$ cat config.mk
export PLATFORM = sky130hd
export DESIGN_NAME = aes_round_sequencer_flat
export DESIGN_NICKNAME = d
export VERILOG_FILES = /design/src/rtl/aes_round_sequencer_if.sv /design/src/rtl/aes_round_sequencer.sv /design/src/flat_wrapper.sv
export SDC_FILE = /design/constraint.sdc
export NUM_CORES = 1
export LEC_CHECK = 0
export BUFFER_PORTS_ARGS = -buffer_cell sky130_fd_sc_hd__buf_2
export CORE_AREA = 10 10 296 298
export CTS_CLUSTER_DIAMETER = 40
export DETAILED_ROUTE_END_ITERATION = 10
export DIE_AREA = 0 0 306 308
export SETUP_SLACK_MARGIN = 0.1
export SKIP_LAST_GASP = 1
export SYNTH_ARGS = -nofsm -noshare
export SYNTH_HDL_FRONTEND = slang
export SYNTH_SLANG_ARGS = --single-unit
export TNS_END_PERCENT = 20
$ cat constraint.sdc
create_clock -name clk -period 2.05 [get_ports clk]
set_clock_uncertainty 0.1 [all_clocks]
set_input_delay 0.1025 -clock clk [delete_from_list [all_inputs] [get_ports clk]]
set_output_delay 0.1025 -clock clk [all_outputs]
set_load 0.02 [all_outputs]
$ cat src/rtl/aes_round_sequencer_if.sv
// Bundle between the AES round sequencer and its surroundings: plaintext stream,
// round-key store lookup, shared round datapath and ciphertext stream.
interface aes_round_sequencer_if;
    localparam int unsigned DATA_W = 128;
    localparam int unsigned IDX_W  = 4;

    logic              in_valid;
    logic              in_ready;
    logic [DATA_W-1:0] in_data;
    logic [IDX_W-1:0]  rk_idx;
    logic [DATA_W-1:0] rk;
    logic [DATA_W-1:0] rnd_state;
    logic [DATA_W-1:0] rnd_key;
    logic              rnd_final;
    logic [DATA_W-1:0] rnd_result;
    logic              out_valid;
    logic              out_ready;
    logic [DATA_W-1:0] out_data;
    logic              busy;

    // master = sequencer, slave = producer/consumer/key store/datapath side
    modport master (
        input  in_valid, in_data, rk, rnd_result, out_ready,
        output in_ready, rk_idx, rnd_state, rnd_key, rnd_final, out_valid, out_data, busy
    );

    modport slave (
        output in_valid, in_data, rk, rnd_result, out_ready,
        input  in_ready, rk_idx, rnd_state, rnd_key, rnd_final, out_valid, out_data, busy
    );
endinterface

$ cat src/rtl/aes_round_sequencer.sv
// Iterative AES-128 encryption controller: initial AddRoundKey on accept, then
// NUM_ROUNDS-1 middle rounds and one final round through a shared round datapath.
module aes_round_sequencer #(
    parameter int unsigned NUM_ROUNDS = 10,
    parameter int unsigned ROUND_LAT  = 2
) (
    input  logic                 clk,
    input  logic                 rst,
    aes_round_sequencer_if.master bus
);
    localparam int unsigned DATA_W = 128;
    localparam int unsigned CNT_W  = 4;
    localparam int unsigned PH_W   = $clog2(ROUND_LAT + 2);

    localparam logic [CNT_W-1:0] LAST_MID  = CNT_W'(NUM_ROUNDS - 1);
    localparam logic [CNT_W-1:0] FINAL_IDX = CNT_W'(NUM_ROUNDS);
    localparam logic [PH_W-1:0]  PH_LAST   = PH_W'(ROUND_LAT);

    typedef enum logic [1:0] {
        IDLE  = 2'd0,
        ROUND = 2'd1,
        FINAL = 2'd2,
        DONE  = 2'd3
    } state_t;

    state_t            state_q, state_d;
    logic [DATA_W-1:0] st_q, st_d;
    logic [CNT_W-1:0]  cnt_q, cnt_d;
    logic [PH_W-1:0]   ph_q, ph_d;

    logic              in_ready_c;
    logic              out_valid_c;
    logic              rnd_final_c;
    logic              busy_c;
    logic [CNT_W-1:0]  rk_idx_c;

    // State and datapath registers
    always_ff @(posedge clk) begin
        if (rst) begin
            state_q <= IDLE;
            st_q    <= '0;
            cnt_q   <= '0;
            ph_q    <= '0;
        end else begin
            state_q <= state_d;
            st_q    <= st_d;
            cnt_q   <= cnt_d;
            ph_q    <= ph_d;
        end
    end

    // Next-state and decoded controls; round inputs stay frozen until the capture phase
    always_comb begin
        state_d     = state_q;
        st_d        = st_q;
        cnt_d       = cnt_q;
        ph_d        = ph_q;
        in_ready_c  = 1'b0;
        out_valid_c = 1'b0;
        rnd_final_c = 1'b0;
        busy_c      = 1'b0;
        rk_idx_c    = '0;

        case (state_q)
            IDLE: begin
                in_ready_c = 1'b1;
                if (bus.in_valid) begin
                    st_d    = bus.in_data ^ bus.rk;
                    cnt_d   = CNT_W'(1);
                    ph_d    = '0;
                    state_d = (NUM_ROUNDS > 1) ? ROUND : FINAL;
                end
            end
            ROUND: begin
                busy_c   = 1'b1;
                rk_idx_c = cnt_q;
                if (ph_q == PH_LAST) begin
                    st_d = bus.rnd_result;
                    ph_d = '0;
                    // Counter saturates at the last middle round instead of stepping past it
                    if (cnt_q == LAST_MID) begin
                        state_d = FINAL;
                    end else begin
                        cnt_d = cnt_q + CNT_W'(1);
                    end
                end else begin
                    ph_d = ph_q + PH_W'(1);
                end
            end
            FINAL: begin
                busy_c      = 1'b1;
                rnd_final_c = 1'b1;
                rk_idx_c    = FINAL_IDX;
                if (ph_q == PH_LAST) begin
                    st_d    = bus.rnd_result;
                    ph_d    = '0;
                    state_d = DONE;
                end else begin
                    ph_d = ph_q + PH_W'(1);
                end
            end
            DONE: begin
                busy_c      = 1'b1;
                out_valid_c = 1'b1;
                if (bus.out_ready) begin
                    state_d = IDLE;
                end
            end
            default: begin
                state_d = IDLE;
            end
        endcase
    end

    // Every output is held at zero while reset is asserted
    assign bus.in_ready  = in_ready_c  & ~rst;
    assign bus.out_valid = out_valid_c & ~rst;
    assign bus.rnd_final = rnd_final_c & ~rst;
    assign bus.busy      = busy_c      & ~rst;
    assign bus.rk_idx    = rst ? '0 : rk_idx_c;
    assign bus.rnd_state = rst ? '0 : st_q;
    assign bus.out_data  = rst ? '0 : st_q;
    assign bus.rnd_key   = rst ? '0 : bus.rk;

endmodule

$ cat src/flat_wrapper.sv
// flat-port wrapper written by rule: the top's interface ports become plain ports
module aes_round_sequencer_flat 
#(
    parameter int unsigned NUM_ROUNDS = 10,
    parameter int unsigned ROUND_LAT  = 2
)
  (clk, rst, bus_in_valid, bus_in_data, bus_rk, bus_rnd_result, bus_out_ready, bus_in_ready, bus_rk_idx, bus_rnd_state, bus_rnd_key, bus_rnd_final, bus_out_valid, bus_out_data, bus_busy);
  aes_round_sequencer_if bus_i ();
  input  logic clk;
  input  logic rst;
  input wire logic [$bits(bus_i.in_valid)-1:0] bus_in_valid;
  input wire logic [$bits(bus_i.in_data)-1:0] bus_in_data;
  input wire logic [$bits(bus_i.rk)-1:0] bus_rk;
  input wire logic [$bits(bus_i.rnd_result)-1:0] bus_rnd_result;
  input wire logic [$bits(bus_i.out_ready)-1:0] bus_out_ready;
  output wire logic [$bits(bus_i.in_ready)-1:0] bus_in_ready;
  output wire logic [$bits(bus_i.rk_idx)-1:0] bus_rk_idx;
  output wire logic [$bits(bus_i.rnd_state)-1:0] bus_rnd_state;
  output wire logic [$bits(bus_i.rnd_key)-1:0] bus_rnd_key;
  output wire logic [$bits(bus_i.rnd_final)-1:0] bus_rnd_final;
  output wire logic [$bits(bus_i.out_valid)-1:0] bus_out_valid;
  output wire logic [$bits(bus_i.out_data)-1:0] bus_out_data;
  output wire logic [$bits(bus_i.busy)-1:0] bus_busy;
  assign bus_i.in_valid = bus_in_valid;
  assign bus_i.in_data = bus_in_data;
  assign bus_i.rk = bus_rk;
  assign bus_i.rnd_result = bus_rnd_result;
  assign bus_i.out_ready = bus_out_ready;
  assign bus_in_ready = bus_i.in_ready;
  assign bus_rk_idx = bus_i.rk_idx;
  assign bus_rnd_state = bus_i.rnd_state;
  assign bus_rnd_key = bus_i.rnd_key;
  assign bus_rnd_final = bus_i.rnd_final;
  assign bus_out_valid = bus_i.out_valid;
  assign bus_out_data = bus_i.out_data;
  assign bus_busy = bus_i.busy;
  aes_round_sequencer #(.NUM_ROUNDS(NUM_ROUNDS), .ROUND_LAT(ROUND_LAT)) u_core (.clk(clk), .rst(rst), .bus(bus_i));
endmodule
# After elaboration in Yosys (flattened, before gate mapping)
# Index checks and enable logic that the tools add are counted.
dict set report word_totals {
  register_bits 136
  in_bits 388
  output_inout_bits 392
}
dict set report op_classes {
  addsub 2
  n_eq_ne 12
  muxes 24
  bitwise 6
  reduce_logical 9
}
# op n
set ops {}
lappend ops {{two-way mux 128 bit} 4}
lappend ops {{one-hot mux 128 bit (2 select lines)} 1}
lappend ops {{XOR 128 bit} 1}
lappend ops {{two-way mux 4 bit} 4}
lappend ops {{one-hot mux 4 bit (2 select lines)} 2}
lappend ops {{two-way mux 2 bit} 7}
lappend ops {{!= test 2 x 1 -> 1 bit, second input constant} 4}
lappend ops {{one-hot mux 2 bit (4 select lines)} 1}
lappend ops {{equality test 2 bit, second input constant} 3}
lappend ops {{!= test 2 bit, second input constant} 3}
lappend ops {{AND reduction 5 bit} 1}
lappend ops {{adder 4 x 1 -> 4 bit, second input constant} 1}
lappend ops {{AND 1 bit} 4}
lappend ops {{equality test 4 bit, second input constant} 1}
lappend ops {{two-way mux 1 bit} 4}
lappend ops {{one-hot mux 2 bit (2 select lines)} 1}
lappend ops {{AND reduction 4 bit} 1}
lappend ops {{nonzero test 2 bit} 2}
lappend ops {{AND reduction 3 bit} 1}
lappend ops {{OR reduction 3 bit} 1}
lappend ops {{adder 2 x 1 -> 2 bit, second input constant} 1}
lappend ops {{equality test 2 x 1 -> 1 bit, second input constant} 1}
lappend ops {{logical NOT 2 bit} 1}
lappend ops {{AND reduction 2 bit} 1}
lappend ops {{2 further kinds} 2}

# Logic depth before layout (Yosys ltp)
dict set report logic_depth {
  ltp_word 4
  mapped_depth 9
  mapped_depth_nobuf 6
}

# Worst setup path after synthesis
# No wires, ideal clock.
dict set report synth_path {
  kind {flip-flop to flip-flop}
  start {register u_core.state_q[0]}
  end {register u_core.st_q[49]}
  t_arrival_ns 1.679
  path_slack_ns 0.146
  stages_incl_launch_ff 10
  cell_sequence {dfxtp_1 inv_1 ha_1 buf_2 mux2i_1 a21oi_2 nand2b_1 buf_2 buf_2 o22ai_1}
}
dict set report synth_via {
  elab_chain_cells 4
}
# item line
set synth_rtl {}
lappend synth_rtl {{start, declared} aes_round_sequencer.sv:26} ;# state_t state_q, state_d;
lappend synth_rtl {{start signal, assigned} aes_round_sequencer.sv:45} ;# state_q <= state_d;
lappend synth_rtl {{equality test 2 x 1 -> 1 bit / equality test 2 bit (equally long branches)} aes_round_sequencer.sv:64} ;# case (state_q)
lappend synth_rtl {{OR reduction 2 bit (no line)} -}
lappend synth_rtl {{!= test 2 x 1 -> 1 bit (no line) / nonzero test 2 bit (equally long branches)} -}
lappend synth_rtl {{AND reduction 3 bit (no line)} -}
lappend synth_rtl {{end signal, assigned} aes_round_sequencer.sv:46} ;# st_q <= st_d;
lappend synth_rtl {{end, declared} aes_round_sequencer.sv:27} ;# logic [DATA_W-1:0] st_q, st_d;
# Parallel ways exist; a longest one is shown, timed or not.
# A chain may end at the register's enable or synchronous reset.

# Worst setup path after layout
dict set report layout_path {
  start {register u_core.state_q[1]}
  end {register u_core.st_q[62]}
}
# Same word-level chain as after synthesis.

==> metrics.txt <==
outcome=complete, no violations; async set or reset register ratio after synthesis=0%; dpl cells=3001; Global Route met1 Usage=15.93%; vias in the first global route=~13000; Worst R2R Start=u_core.state_q[1]; Pleak=9.901 nW; max frequency=~500 MHz; CP bufs+invs=6; fin area=0.01928 mm²; Nets=2691; Final period util=a little over nine tenths; Worst path slowest cell=dfxtp_2; R2R depth=11; Crit Path Max Fanout=10; GRT Overall Usage=between 10 and 15%; Gate Count Post-Synth=1308; setup violators final=0; worst min-delay path category=in -> reg; share of post-route cells with drive strength above 1=44.06%; # H-tree levels=4; IO Pins=780; Slew @ Worst Pin=0.7109 ns; worst slack, placed=0.03195 ns; DIE AREA=0.09425 mm²; Sum Neg Setup Slack=0 ns; cell count of the worst hold path=5; post-route insts no fill=roughly 3400; Critical Path RT=2.34 ns; met3 Use GR=5.728%; FP Rows=105; Slew HR=52.27%; startpoint types=flip-flop; Top Usage Layer GRT=met2; vias after detailed routing=between 10000 and 15000; routability cong.=0.9524; Routed Antenna Nets=0; CTS Root Cell=clkbuf_16; most frequent CP cell=buf_12; Critical Path Max Stage Delay=0.33 ns; RSZ-0062 raised after global routing=yes; largest net degree at the start of global routing=70; port buffer count=just under 800; commonest non-fill, non-tap cell in the layout=buf_2; CTS Buffer Depth=2; Primary FF master, synth=dfxtp_1; critical path endpoint category=flip-flop; Die Ht=308 µm; DR iter-0 viols=896; sequential fraction of the synthesis area=between 20% and 30%; critical register-to-register path endpoint=u_core.st_q[62]; number of max-cap violations=0; maximum VDD drop=618.6 µV; grt total ovfl=0; fin. max-slew vios=0; post-synthesis net count=approximately 1700; CTS tree=yes; DPL Wire Length=55140 µm; Initial Util=12.65%; DRC=0; final number of hold-violating endpoints=0; Yosys warning count=0; DR vias/cell=3.772; hold path endpoint=u_core.st_q[72]; setup slack, reg-to-reg=~0.07 ns; first-pass GRT wire length=96460 µm; FF+latch count, synth=136; PwrDens=about 1200 mW/mm²; Hold Startpoint=bus_in_data[72]; setup ws final=roughly 0.072 ns; count of unique library cells instantiated by Yosys=32; crit path DAT=about 2.3 ns; die width=306 µm; average wire per cell in the routed design=21.11 µm; Post-synth EDFFs=0; mapped cell area=0.01032 mm²; commonest non-fill, non-tap cells in the layout=buf_2, dlygate4sd3_1, dfxtp_1; mean instance size in the synthesized netlist=7.889 µm²; core area=0.08158 mm²; Power Total=22.60 mW; CTS sink cnt=136; total wire length=between 70000 and 80000 µm; critical path class=reg -> reg; worst path cell trace=inv_2 -> ha_4 -> buf_12 -> mux2i_4 -> a21oi_4 -> buf_12 -> nand2b_4 -> buf_12 -> buf_12 -> buf_12 -> o22ai_1; GRT met2 Usage=24.16%; Clock Latency Late Sink=around 0.46 ns; CP delay by family, top=buffers and inverters; drt pass-1 iters=5; initial antenna violation count=9; placed cell areas=0.01483 mm²; synth-to-layout area growth=86.87%; CTS buffer count=17; Worst-path clk slew=about 0.070 ns; Final min period=between 1.5 and 2 ns
==> registers in the layout (all words and copies together), names as in the netlist <==
| register | cells |
|---|---|
| u_core.cnt_q | 4 |
| u_core.ph_q | 2 |
| u_core.st_q | 128 |
| u_core.state_q | 2 |
==> logic make-up after synthesis <==
| kind of cell | count (synthesis) | synth area share [%] |
|---|---|---|
| AOI/OAI and AO/OA | 270 | 20.98 |
| xor gates and xnor gates | 128 | 10.86 |
| adders and majority gates | 7 | 0.8488 |
| buffers and inverters | 348 | 18.55 |
| DFF | 136 | 26.39 |
| muxes | 5 | 0.4850 |
| and+or+nand+nor | 414 | 21.89 |
==> worst min-delay path, delay by kind of cell <==
family                    cells  cell delay, ns
and+or+nand+nor               1            0.13
xor gates and xnor gates      1            0.10
AOI/OAI and AO/OA             2            0.14
buffers and inverters         1            0.09
==> routing by layer <==
layer  wire length [µm]  vias up
met5                 73        -
met4               1806       12
met3               6892       87
met2              34450      609
met1              28110     6016
li1                   -     6027
==> stage by stage <==
| stage | utilization [%] | hold WS [ns] |
|---|---|---|
| finish | 23.63 | 0.03254 |
| global route | 23.63 | 0.04052 |
| CTS | 23.13 | 0.0005359 |
| detailed placement | 18.18 | 0.2601 |
| global placement | 18.18 | 0.2545 |
| floorplan | - | 0.1662 |
==> how the worst max path moves through the flow <==
stage                     cells past startpoint              start  slack [ns]               to
after floorplan                               9  u_core.state_q[0]        0.15  u_core.st_q[49]
after global placement                        7  u_core.state_q[1]        0.06  u_core.st_q[11]
after detailed placement                      7  u_core.state_q[1]        0.03  u_core.st_q[11]
after CTS                                     9  u_core.state_q[0]        0.02  u_core.st_q[44]
after global routing                         11  u_core.state_q[0]        0.01  u_core.st_q[20]
final                                        11  u_core.state_q[1]        0.07  u_core.st_q[62]
==> cell type report <==
class	instances	area, µm²
antenna	2	5.005
clock buffer	20	446.7
clock inverter	11	102.6
fill	8837	62300
inverter	133	499.2
multi-input combinational	824	5796
sequential	136	2725
tap	1070	1339
timing repair buffer	1184	8369
==> report_power, final <==
group	switching [mW]	total, mW	internal, mW
clock network	1.38	3.07	1.69
logic	9.04	15.4	6.41
registers	0.299	4.08	3.78
total	10.7	22.6	11.9
==> synthesized netlist by cell type (2+ instances only) <==
| cell type | number | area share [%] |
|---|---|---|
| xnor2_1 | 128 | 11 |
| mux2i_1 | 5 | 0.49 |
| o22ai_1 | 29 | 1.8 |
| ha_1 | 7 | 0.85 |
| inv_1 | 133 | 4.8 |
| buf_6 | 10 | 1.1 |
| nand2_1 | 4 | 0.15 |
| nand2b_1 | 135 | 8.2 |
| nand3_1 | 2 | 0.097 |
| nor2b_1 | 131 | 7.9 |
| buf_2 | 9 | 0.44 |
| dfxtp_1 | 136 | 26 |
| nor2_1 | 135 | 4.9 |
| buf_4 | 139 | 10 |
| a21oi_1 | 131 | 6.4 |
| o22ai_2 | 100 | 12 |
| clkbuf_1 | 53 | 1.9 |
| buf_1 | 4 | 0.15 |
| and4b_1 | 2 | 0.19 |
| and3b_1 | 3 | 0.25 |
==> what timing repair did <==
action	in CTS	in global routing
resized for setup	15	39
cloned	6	5
hold endpoints to repair	133	0
hold buffers	316	0
setup buffers	7	12
pin swaps	3	14
setup endpoints to repair	106	124
Power figures use the tool's default switching activity.
